## config.mk

```make
export PLATFORM = sky130hd
export DESIGN_NAME = uart_recv_flat
export DESIGN_NICKNAME = d
export VERILOG_FILES = /design/src/rtl/uart_recv_if.sv /design/src/rtl/uart_recv.sv /design/src/flat_wrapper.sv
export SDC_FILE = /design/constraint.sdc
export NUM_CORES = 1
export LEC_CHECK = 0
export CAP_MARGIN = 25
export CORE_UTILIZATION = 50
export CTS_CLUSTER_DIAMETER = 60
export CTS_CLUSTER_SIZE = 10
export DETAILED_ROUTE_END_ITERATION = 7
export PLACE_DENSITY = 0.72
export SYNTH_ARGS = -nofsm -noshare
export SYNTH_HDL_FRONTEND = slang
export SYNTH_SLANG_ARGS = --single-unit
```

## constraint.sdc

```tcl
create_clock -name clk -period 2.2 [get_ports clk]
set_clock_uncertainty 0.1 [all_clocks]
set_input_delay 0.55 -clock clk [delete_from_list [all_inputs] [get_ports clk]]
set_output_delay 0.55 -clock clk [all_outputs]
set_load 0.05 [all_outputs]
```

## src/rtl/uart_recv_if.sv

```systemverilog
// Receive-side bundle of the UART: the byte plus its status strobes.
// The receiver drives it through master; a consumer reads it through slave.
interface uart_recv_if;
    logic [7:0] uart_data;
    logic       uart_done;
    logic       frame_err;
    logic       uart_busy;

    modport master (
        output uart_data,
        output uart_done,
        output frame_err,
        output uart_busy
    );

    modport slave (
        input uart_data,
        input uart_done,
        input frame_err,
        input uart_busy
    );
endinterface

```

## src/rtl/uart_recv.sv

```systemverilog
// 8N1 UART receiver clocked directly on clk. Frames are sampled mid-bit
// after a three-flop synchroniser; bad stop bits drop the byte.
module uart_recv #(
    parameter int CLK_FREQ = 50000000,
    parameter int UART_BPS = 115200
) (
    input  logic         clk,
    input  logic         sys_rst_n,
    input  logic         uart_rxd,
    uart_recv_if.master  rx
);
    localparam int BPS_CNT = CLK_FREQ / UART_BPS;
    localparam int HALF    = BPS_CNT / 2;
    localparam logic [15:0] CNT_MAX  = 16'(BPS_CNT - 1);
    localparam logic [15:0] CNT_HALF = 16'(HALF);

    typedef enum logic [1:0] {IDLE, START, DATA, STOP} state_t;

    state_t      state, state_nxt;
    logic [15:0] clk_cnt, clk_cnt_nxt;
    logic [3:0]  bit_cnt, bit_cnt_nxt;
    logic [7:0]  shift_reg, shift_nxt;
    logic [7:0]  data_q, data_nxt;
    logic        done_q, done_nxt;
    logic        err_q, err_nxt;
    logic        rxd_d0, rxd_d1, rxd_d2;
    logic        start_edge, sample, wrap;
    logic [3:0]  bit_idx;

    assign start_edge = rxd_d2 & ~rxd_d1;
    assign sample     = (clk_cnt == CNT_HALF);
    assign wrap       = (clk_cnt == CNT_MAX);

    // Sync flops reset high so an idle line never looks like a falling edge.
    // NOTE: sequential state uses non-blocking assignments so every flop
    // samples the pre-edge values, independent of statement order.
    always_ff @(posedge clk or negedge sys_rst_n) begin
        if (!sys_rst_n) begin
            rxd_d0    <= 1'b1;
            rxd_d1    <= 1'b1;
            rxd_d2    <= 1'b1;
            state     <= IDLE;
            clk_cnt   <= '0;
            bit_cnt   <= '0;
            shift_reg <= '0;
            data_q    <= '0;
            done_q    <= 1'b0;
            err_q     <= 1'b0;
        end else begin
            rxd_d0    <= uart_rxd;
            rxd_d1    <= rxd_d0;
            rxd_d2    <= rxd_d1;
            state     <= state_nxt;
            clk_cnt   <= clk_cnt_nxt;
            bit_cnt   <= bit_cnt_nxt;
            shift_reg <= shift_nxt;
            data_q    <= data_nxt;
            done_q    <= done_nxt;
            err_q     <= err_nxt;
        end
    end

    // NOTE: every output of this block gets a default first, so no path
    // leaves a variable unassigned and no latch is inferred.
    always_comb begin
        state_nxt   = state;
        clk_cnt_nxt = clk_cnt;
        bit_cnt_nxt = bit_cnt;
        shift_nxt   = shift_reg;
        data_nxt    = data_q;
        done_nxt    = 1'b0;
        err_nxt     = 1'b0;
        bit_idx     = bit_cnt - 4'd1;

        if (state != IDLE) begin
            clk_cnt_nxt = wrap ? 16'd0 : clk_cnt + 16'd1;
            if (wrap) bit_cnt_nxt = bit_cnt + 4'd1;
        end

        case (state)
            IDLE: begin
                if (start_edge) state_nxt = START;
            end
            START: begin
                if (sample) state_nxt = rxd_d1 ? IDLE : DATA;
            end
            DATA: begin
                if (sample && bit_cnt >= 4'd1 && bit_cnt <= 4'd8)
                    shift_nxt[bit_idx[2:0]] = rxd_d1;
                if (wrap && bit_cnt == 4'd8) state_nxt = STOP;
            end
            STOP: begin
                // Leave at mid stop bit so a back-to-back start edge is not missed.
                if (sample) begin
                    state_nxt = IDLE;
                    if (rxd_d1) begin
                        data_nxt = shift_reg;
                        done_nxt = 1'b1;
                    end else begin
                        err_nxt = 1'b1;
                    end
                end
            end
            default: state_nxt = IDLE;
        endcase

        if (state_nxt == IDLE) begin
            clk_cnt_nxt = '0;
            bit_cnt_nxt = '0;
        end
    end

    assign rx.uart_data = data_q;
    assign rx.uart_done = done_q;
    assign rx.frame_err = err_q;
    assign rx.uart_busy = (state != IDLE);
endmodule

```

## src/flat_wrapper.sv

```systemverilog
// flat-port wrapper written by rule: the top's interface ports become plain ports
module uart_recv_flat 
#(
    parameter int CLK_FREQ = 50000000,
    parameter int UART_BPS = 115200
)
  (clk, sys_rst_n, uart_rxd, rx_uart_data, rx_uart_done, rx_frame_err, rx_uart_busy);
  uart_recv_if rx_i ();
  input  logic clk;
  input  logic sys_rst_n;
  input  logic uart_rxd;
  output wire logic [$bits(rx_i.uart_data)-1:0] rx_uart_data;
  output wire logic [$bits(rx_i.uart_done)-1:0] rx_uart_done;
  output wire logic [$bits(rx_i.frame_err)-1:0] rx_frame_err;
  output wire logic [$bits(rx_i.uart_busy)-1:0] rx_uart_busy;
  assign rx_uart_data = rx_i.uart_data;
  assign rx_uart_done = rx_i.uart_done;
  assign rx_frame_err = rx_i.frame_err;
  assign rx_uart_busy = rx_i.uart_busy;
  uart_recv #(.CLK_FREQ(CLK_FREQ), .UART_BPS(UART_BPS)) u_core (.clk(clk), .sys_rst_n(sys_rst_n), .uart_rxd(uart_rxd), .rx(rx_i));
endmodule
```

==> impl_metrics.ini <==
[logic_synthesis]
synthFlopType = dfrtp_1
synth_edf_count = 0
ys_types = 48
yosys_warnings = 0
yosysSeqAreaShare_pct = 48.6
synthesis.area_um2 = 2220
avgSynthCellArea_um2 = 10.6
netlist_instances = 209
synth-seq-cells = 43
synth_nets = 217
synthArstFlopShare_pct = 100

[global_route]
grt_max_degree = 24
grt_pass1_vias = 1460
antenna_found_initial = 0
grt_pass1_wl_mm = 7.13
grtUsageTotal_pct = 21.4
grt-ovfl-total = 0

[power_and_ir_drop]
p_sw_mw = 0.551
peakVddDrop_mv = 0.374
p_comb_share_pct = 18.2
internal_power_mw = 1.21
p_sw_share_pct = 31.3
pwr-share-clk_pct = 28.6
pwr-share-seq_pct = 53.2
leakage_nw = 1.14
total_power_mw = 1.76
p_per_area_nw_per_um2 = 678

[status]
status = finished clean

[sta]
finalSetupViolations = 0
fin_crit_sh_pct = 96.4
fin_tns_setup_ps = 0
worst_pin_slew_ps = 508
relSlewSlack_pct = 66.2
fmax_mhz = 471
period_needed_ps = 2120
finalHoldViolations = 0
rsz0062_at_grt = false
finalMaxSlewViolations = 0
setup_slack_ps = 78.9

[setup_path]
max_stage_delay_ps = 520
reg2reg_depth = 7
crit_required_ps = 1550
cp-end-kind = primary output
worst-setup-path-type = reg2out
cp_slowest_cell = dfrtp_1
crit_chain = nor2_1, inv_1, buf_12
worst_ep_arrival_time_ps = 1470
crit_fanout = 13
crit_path_start_kind = register
r2r-end = u_core.clk_cnt[2]$_DFFE_PN0P_
r2r_slack_ps = 160
r2r_start = u_core.clk_cnt[13]$_DFFE_PN0P_

[layout]
regArea_um2 = 1080
layout_common_cells = 40 x dfrtp_1, 22 x nor2_1, 17 x nand2_1, 17 x mux2_2, 15 x nand3_1
design_area_um2 = 2600
fin_nets = 244
fillCellCount = 344
final_util_pct = 62.8
multi_input_area_um2 = 1100
drive_gt1_share_pct = 21.9
largest_register_ff_count = 16
antenna_cells = 0
final_common_cell = dfrtp_1
syn2layout_area_growth_pct = 17.2

[die]
ioPinCount = 14
die-area_um2 = 4710
core_area_um2 = 4140
initial_core_util_pct = 53.6
rows = 23
die_x_um = 68.6
dieHeight_um = 68.6

[route]
topRoutingLayerUsed = met4
avgRoutedWirePerCell_um = 15.1
drtPass1Iterations = 4
wl_met2_mm = 1.80
met3WireLength_um = 190
drtAntennaViolNets = 0
drt-initial-drc-count = 92
via_per_inst = 5.73
drt_wl_total_mm = 4.33
drc = 0
vias = 1645
wl_met1_mm = 2.27

[placement]
io_buffer_count = 13
dp_hpwl_mm = 3.15
place_area_um2 = 2510
place_ws_ps = 157
gp_congestion = 0.807

[cts]
cts-root-buf = clkbuf_8
tritoncts.num_buffers = 5
htreeDepth = 2
clk-insertion-delay-late_ps = 300
post_cts.repair.setup_buffers = 0
cts.sinks = 43
cts_resized = 0
cts_tree = built
ctsLongestPathBuffers = 2
clkTransAtPathRegs_ps = 90
cts_hold_buf = 0

[worst_hold_path]
hp-class = in2async

[job]
cap_violations = 0
[worst max path at each step]
stage / from / to / slack (ps) / cells after the start
3_5_place_dp: u_core.clk_cnt[13]$_DFFE_PN0P_ / u_core.clk_cnt[2]$_DFFE_PN0P_ / 160 / 7
6_report: u_core.state[0]$_DFF_PN0_ / rx_uart_busy / 80 / 3
3_3_place_gp: u_core.rxd_d1$_DFF_PN1_ / u_core.clk_cnt[14]$_DFFE_PN0P_ / 200 / 5
4_1_cts: u_core.rx.uart_data[3]$_DFFE_PN0P_ / rx_uart_data[3] / 70 / 1
5_1_grt: u_core.state[0]$_DFF_PN0_ / rx_uart_busy / 9 / 3
2_1_floorplan: u_core.bit_cnt[0]$_DFFE_PN0P_ / u_core.shift_reg[1]$_DFFE_PN0P_ / 180 / 6
[cells by family after synthesis]
| kind of cell | Yosys count | share of synthesized area [%] |
|---|---|---|
| AND/OR/NAND/NOR | 101 | 26.3 |
| flip-flops | 43 | 48.6 |
| AO/OA/AOI/OAI | 19 | 6.14 |
| multiplexers | 18 | 9.08 |
| XOR/XNOR | 13 | 5.13 |
| buffers and inverters | 10 | 1.86 |
| adder cells (fa/ha/maj) | 5 | 2.82 |
[cell usage after synthesis, drive strengths merged (3+ instances only)]
cell type	count	area share, %
nand3	16	3.8
and3	4	1.1
mux2	17	8.6
nor4	3	0.85
inv	4	0.68
nand4	11	3.1
nor2	23	4.2
xor2	7	2.8
xnor2	6	2.4
dfstp	3	3.6
nor3	5	1.9
o22ai	3	0.85
ha	5	2.8
buf	3	0.68
o21ai	4	0.90
nand2	17	2.9
and2	4	1.1
clkbuf	3	0.51
dfrtp	40	45
[per-stage QoR]
step | std cells | hold WS (ps)
floorplan | 209 | 154
global placement | 279 | 247
detailed placement | 279 | 249
CTS | 287 | 115
global route | 287 | 142
finish | 287 | 100
[final cells by class]
type | instances | share of cell area, %
Timing Repair Buffer | 26 | 9.90
Sequential cell | 43 | 41.5
Clock inverter | 3 | 0.769
Inverter | 4 | 0.577
Clock buffer | 5 | 2.64
Multi-Input combinational cell | 156 | 42.2
Tap cell | 50 | 2.40
[worst max-delay path: cells and delay by family (launching register included)]
family | cells | cell delay, ps
simple gates | 1 | 280
buf+inv | 2 | 370
flops | 1 | 520
[power by group through the flow]
stage          registers [mW]  clock network (mW)  logic, mW
3_5_place_dp            0.950                   0      0.322
4_1_cts                 0.935               0.517      0.323
2_1_floorplan           0.917                   0      0.231
6_report                0.938               0.504      0.322
5_1_grt                 0.954               0.556      0.354
3_3_place_gp            0.950                   0      0.314
[per-layer routing]
layer  vias up  track usage [%]
met2        35             28.3
met4         0             8.59
li1        812                -
met1       792             32.9
met5         -                0
met3         6             4.93
No activity file was read; power rests on OpenSTA's default activity.
